**src/rtl/hz_pkg.sv**
```systemverilog
// ---------------------------------------------------------------------------
// hz_pkg
// Shared definitions for the pipeline hazard / forwarding controller:
//   - forwarding select codes driven onto the 3:1 operand muxes
//   - Tuse / Tnew encodings used by the decoder
//   - tracking entry type {we, wa, tnew}
//   - match, stall and select helper functions (youngest stage first)
// ---------------------------------------------------------------------------
package hz_pkg;

  localparam int HZ_AW = 5;
  localparam int HZ_TW = 2;

  // Forwarding select codes. 2'b11 is never produced.
  localparam logic [1:0] FWD_SRC  = 2'b00;
  localparam logic [1:0] FWD_NEAR = 2'b01;
  localparam logic [1:0] FWD_FAR  = 2'b10;

  // Cycles until the operand is consumed (from D).
  localparam logic [HZ_TW-1:0] TUSE_D    = 2'd0;
  localparam logic [HZ_TW-1:0] TUSE_E    = 2'd1;
  localparam logic [HZ_TW-1:0] TUSE_NONE = 2'd3;

  // Cycles after entering E until the result sits at a stage output.
  localparam logic [HZ_TW-1:0] TNEW_JAL  = 2'd0;
  localparam logic [HZ_TW-1:0] TNEW_ALU  = 2'd1;
  localparam logic [HZ_TW-1:0] TNEW_LOAD = 2'd2;

  typedef struct packed {
    logic             we;
    logic [HZ_AW-1:0] wa;
    logic [HZ_TW-1:0] tnew;
  } entry_t;

  localparam entry_t ENTRY_CLR = '0;

  // Saturating decrement applied each time an entry advances a stage.
  function automatic logic [HZ_TW-1:0] tnew_dec(input logic [HZ_TW-1:0] t);
    return (t == '0) ? '0 : t - 1'b1;
  endfunction

  // Register 0 is hard-wired, so it never matches an in-flight write.
  function automatic logic hit(input entry_t e, input logic [HZ_AW-1:0] r);
    return e.we && (e.wa == r) && (r != '0);
  endfunction

  // The nearest producer decides: an E match shadows any older M match.
  function automatic logic src_stall(input entry_t e, input entry_t m,
                                     input logic [HZ_AW-1:0] r,
                                     input logic [HZ_TW-1:0] tuse);
    logic s;
    s = 1'b0;
    if (tuse != TUSE_NONE) begin
      if (hit(e, r))      s = (e.tnew > tuse);
      else if (hit(m, r)) s = (m.tnew > tuse);
    end
    return s;
  endfunction

  function automatic logic [1:0] fwd_sel_d(input entry_t e, input entry_t m,
                                           input logic [HZ_AW-1:0] r);
    logic [1:0] sel;
    sel = FWD_SRC;
    if (hit(e, r)) begin
      if (e.tnew == '0) sel = FWD_NEAR;
    end else if (hit(m, r) && (m.tnew == '0)) begin
      sel = FWD_FAR;
    end
    return sel;
  endfunction

  function automatic logic [1:0] fwd_sel_e(input entry_t m, input entry_t w,
                                           input logic [HZ_AW-1:0] r);
    logic [1:0] sel;
    sel = FWD_SRC;
    if (hit(m, r)) begin
      if (m.tnew == '0) sel = FWD_NEAR;
    end else if (hit(w, r)) begin
      sel = FWD_FAR;
    end
    return sel;
  endfunction

endpackage

```
**src/rtl/hz_entry_reg.sv**
```systemverilog
// ---------------------------------------------------------------------------
// hz_entry_reg
// One in-flight destination-write tracking entry {we, wa, tnew}.
// Ports:
//   clk, reset  - clock, synchronous active-high reset (clears the entry)
//   bubble_i    - load an empty entry instead of ent_i
//   dec_i       - saturating-decrement tnew while capturing ent_i
//   ent_i       - entry arriving from the previous stage
//   ent_o       - registered entry
// ---------------------------------------------------------------------------
module hz_entry_reg
  import hz_pkg::*;
(
  input  logic   clk,
  input  logic   reset,
  input  logic   bubble_i,
  input  logic   dec_i,
  input  entry_t ent_i,
  output entry_t ent_o
);

  entry_t ent_q, ent_d;

  // NOTE: every combinational output gets a default first so no path can
  // leave it unassigned and infer a latch.
  always_comb begin
    ent_d = ent_i;
    if (dec_i)    ent_d.tnew = tnew_dec(ent_i.tnew);
    if (bubble_i) ent_d = ENTRY_CLR;
  end

  // NOTE: state uses non-blocking assignment so all stages advance off the
  // same pre-edge values; reset is synchronous and clears every field.
  always_ff @(posedge clk) begin
    if (reset) ent_q <= ENTRY_CLR;
    else       ent_q <= ent_d;
  end

  assign ent_o = ent_q;

endmodule

```
**src/rtl/hazard_fwd_ctrl.sv**
```systemverilog
// ---------------------------------------------------------------------------
// hazard_fwd_ctrl
// Stall and forwarding-select generator for the five-stage MIPS pipeline.
// Tracks register writes in flight through E, M and W.
// Ports:
//   clk, reset                 - clock, synchronous active-high reset
//   d_valid, d_rs, d_rt        - D-stage instruction and its sources
//   d_tuse_rs, d_tuse_rt       - cycles until each source is consumed
//   d_we, d_wa, d_tnew         - D-stage destination write description
//   stall                      - freeze PC and IF/D, bubble into E
//   fwd_rs_d, fwd_rt_d         - D-stage compare-operand selects
//   fwd_rs_e, fwd_rt_e         - E-stage ALU-operand selects
//   stall_cnt                  - stall cycle counter (HZ_STALL_CNT_EN only)
// Optional feature macro: HZ_STALL_CNT_EN.
// AW/TW must match the widths used by hz_pkg::entry_t.
// ---------------------------------------------------------------------------
module hazard_fwd_ctrl
  import hz_pkg::*;
#(
  parameter int AW = HZ_AW,
  parameter int TW = HZ_TW
) (
  input  logic          clk,
  input  logic          reset,
  input  logic          d_valid,
  input  logic [AW-1:0] d_rs,
  input  logic [AW-1:0] d_rt,
  input  logic [TW-1:0] d_tuse_rs,
  input  logic [TW-1:0] d_tuse_rt,
  input  logic          d_we,
  input  logic [AW-1:0] d_wa,
  input  logic [TW-1:0] d_tnew,
  output logic          stall,
  output logic [1:0]    fwd_rs_d,
  output logic [1:0]    fwd_rt_d,
  output logic [1:0]    fwd_rs_e,
  output logic [1:0]    fwd_rt_e
`ifdef HZ_STALL_CNT_EN
  ,
  output logic [31:0]   stall_cnt
`endif
);

  entry_t d_ent, e_ent, m_ent, w_ent;
  logic [AW-1:0] e_rs_q, e_rt_q, e_rs_d, e_rt_d;

  // An invalid D slot enters E as a non-writing instruction.
  always_comb begin
    d_ent      = ENTRY_CLR;
    d_ent.we   = d_we & d_valid;
    d_ent.wa   = d_wa;
    d_ent.tnew = d_tnew;
  end

  always_comb begin
    stall = d_valid & (src_stall(e_ent, m_ent, d_rs, d_tuse_rs) |
                       src_stall(e_ent, m_ent, d_rt, d_tuse_rt));
  end

  // E captures D as-is (tnew counts from entering E); M and W age by one.
  hz_entry_reg u_e_ent (
    .clk     (clk),
    .reset   (reset),
    .bubble_i(stall),
    .dec_i   (1'b0),
    .ent_i   (d_ent),
    .ent_o   (e_ent)
  );

  hz_entry_reg u_m_ent (
    .clk     (clk),
    .reset   (reset),
    .bubble_i(1'b0),
    .dec_i   (1'b1),
    .ent_i   (e_ent),
    .ent_o   (m_ent)
  );

  hz_entry_reg u_w_ent (
    .clk     (clk),
    .reset   (reset),
    .bubble_i(1'b0),
    .dec_i   (1'b1),
    .ent_i   (m_ent),
    .ent_o   (w_ent)
  );

  // Source addresses of the E instruction, needed only for E-stage selects;
  // they follow the E entry, including the bubble on stall.
  always_comb begin
    e_rs_d = d_rs;
    e_rt_d = d_rt;
    if (stall) begin
      e_rs_d = '0;
      e_rt_d = '0;
    end
  end

  always_ff @(posedge clk) begin
    if (reset) begin
      e_rs_q <= '0;
      e_rt_q <= '0;
    end else begin
      e_rs_q <= e_rs_d;
      e_rt_q <= e_rt_d;
    end
  end

  // W write-through for D reads is done inside the register file.
  always_comb begin
    fwd_rs_d = fwd_sel_d(e_ent, m_ent, d_rs);
    fwd_rt_d = fwd_sel_d(e_ent, m_ent, d_rt);
    fwd_rs_e = fwd_sel_e(m_ent, w_ent, e_rs_q);
    fwd_rt_e = fwd_sel_e(m_ent, w_ent, e_rt_q);
  end

`ifdef HZ_STALL_CNT_EN
  logic [31:0] stall_cnt_q, stall_cnt_d;

  // Free-running count; wraps naturally at 2^32.
  always_comb begin
    stall_cnt_d = stall_cnt_q + {31'd0, stall};
  end

  always_ff @(posedge clk) begin
    if (reset) stall_cnt_q <= '0;
    else       stall_cnt_q <= stall_cnt_d;
  end

  assign stall_cnt = stall_cnt_q;
`endif

endmodule

```
**config.mk**
```make
export PLATFORM = sky130hd
export DESIGN_NAME = hazard_fwd_ctrl
export DESIGN_NICKNAME = d
export VERILOG_FILES = /design/src/rtl/hz_pkg.sv /design/src/rtl/hz_entry_reg.sv /design/src/rtl/hazard_fwd_ctrl.sv
export SDC_FILE = /design/constraint.sdc
export NUM_CORES = 1
export LEC_CHECK = 0
export CAP_MARGIN = 20
export CORE_UTILIZATION = 55
export CTS_BUF_LIST = sky130_fd_sc_hd__clkbuf_8
export DETAILED_ROUTE_END_ITERATION = 10
export PLACE_DENSITY = 0.88
export REMOVE_ABC_BUFFERS = 1
export SYNTH_ARGS = -nofsm -noshare
export SYNTH_HDL_FRONTEND = slang
export SYNTH_HIERARCHICAL = 1
export SYNTH_SLANG_ARGS = --single-unit
```
**constraint.sdc**
```tcl
create_clock -name clk -period 8.6 [get_ports clk]
set_input_delay 2.58 -clock clk [delete_from_list [all_inputs] [get_ports clk]]
set_output_delay 2.58 -clock clk [all_outputs]
set_load 0.03 [all_outputs]
```
==> flow_summary.toml <==
[clock_tree]
clock_path_buffers = 2
cts_root_buf = "clkbuf_8"
cts_tree = "yes"
postCtsSetupBuffers = 0
cts_buffers = 5
holdBufCountCts = 0
cts_max_level = 2
ctsResizeCount = 0
clkLatencyLatePin_ns = 0.28
cts.sinks = 32
clk_pin_slew_ns = 0.07

[worst_setup_path]
worst-setup-path-type = "in -> out"
cp.required_ns = 6.02
crit_arrival_ns = 5.28
cp_max_fo = 4
worstRegToRegCells = 7
setup.worst_path.end_class = "output pin"
startpoint_type = "input port"

[cells_and_area]
layout_commonest_cell = "clkdlybuf4s50_1"
fill_cells = 220
drive_gt1_share_pct = 13.2
final_cell_mix = "33 x clkdlybuf4s50_1, 32 x xnor2_1, 32 x dfxtp_1, 21 x and2_1, 10 x nor3b_2"
final_nets = 267
utilization_pct = 76.6
stdcell_area_mm2 = 0.00241
area_delta_synth_final_pct = 27.6
stdcell_count = 279
antennaDiodeCount = 0

[floorplan]
die-area_mm2 = 0.00368
core.rowCount = 20
ios = 34
core_area_mm2 = 0.00315
initial_core_util_pct = 60.0
dieWidth_um = 60.7
die_h_um = 60.7

[grt]
grtUsageTotal_pct = 24.9
grt_max_degree = 11
globalRouteOverflowTotal = 0
grt_pass1_wl_um = 6490
antenna_found_initial = 0
grt_pass1_vias = 1361

[timing]
tns_ns = 0
slew_headroom_pct = 54.8
grt_setup_unrepaired = "false"
hold_slack_ns = 0.496
report.final.slew_viol_count = 0
clock_skew_ns = 0.00937
fmax_ghz = 0.127
fin_crit_ns = 7.86
finalHoldViolations = 0
worstMarginPinSlew_ns = 0.672
period_share_pct = 91.4
setup_viol = 0

[detailed_routing]
dr_total_vias = 1459
drt-total-wl_um = 3980
drc_errors = 0
routedWlPerCell_um = 14.3
viasPerCell = 5.23
first_pass_iters = 4
drtAntennaViolNets = 0
drt_iter0_drc = 56

[synthesis]
syn_inst = 189
syn_area_mm2 = 0.00189
syn_area_per_cell_um2 = 10.0
yosysWarningCount = 6

[placement]
dp_hpwl_um = 3140
port_buffers = 33
routabilityCongestion = 0.894
place_area_mm2 = 0.00229
dp_cells = 271

[run_status]
status = "finished clean"

[min_path]
holdPathStages = 1
hp-class = "reg -> reg"

[job]
drv_cap = 0

[pwr]
peakVddDrop_mv = 0.123
total_leakage_power_nw = 0.906
power.density_mw_per_mm2 = 153
-- layout make-up --
cell class / instances / area (um^2) / share of cell area (%)
multi-input cells: 156 / 1240 / 51.3
flip-flops and latches: 32 / 641 / 26.5
repair buffers: 33 / 330 / 13.7
clock buffers: 7 / 96.3 / 3.99
well taps: 44 / 55.1 / 2.28
clock inverters: 1 / 30.0 / 1.24
inverters: 6 / 22.5 / 0.933
-- where the power goes --
part	internal [mW]	switching [mW]
registers	0.154	0.00724
clock network	0.102	0.0538
logic	0.0294	0.0229
-- path summary, 6_finish.rpt --
path / end / slack (ns) / start
max: stall / 0.74 / d_rt[1]
min: u_m_ent/ent_o[7] / 0.50 / u_e_ent/ent_o[7]
min reg2reg: u_m_ent/ent_o[7] / 0.50 / u_e_ent/ent_o[7]
max reg2reg: u_e_ent/ent_o[1] / 6.33 / u_m_ent/ent_o[5]
-- stage by stage --
stage / power (mW) / worst slack [ns]
after floorplan: 0.194 / 1.81
after global placement: 0.215 / 0.770
after detailed placement: 0.216 / 0.752
after CTS: 0.374 / 0.730
after global routing: 0.384 / 0.565
final: 0.370 / 0.737
-- worst max-delay path, cell delays in order --
cell and delay, ns:
clkdlybuf4s50_1 0.50, or4_1 0.62, nor2_1 0.15, nor4_1 0.11
a221o_2 0.30, a21boi_1 0.28, clkdlybuf4s50_1 0.74
-- per-layer routing --
metal  share of wire (%)  vias up  wire, um  track usage (%)
met5                   0        -         0                0
met4                 1.6        0        63             9.42
met3                 4.0        7       161             5.76
met2                  46       42      1840             38.8
met1                  48      667      1910             33.7
li1                    -      743         -                -
-- flip-flops by register name, summed over array words and instances (netlist names) --
signal / count
u_m_ent/ent_o: 8
u_w_ent/ent_o: 6
u_e_ent/ent_o: 8
e_rs_q: 5
e_rt_q: 5
Note: power is estimated with default switching activity, not from simulation.
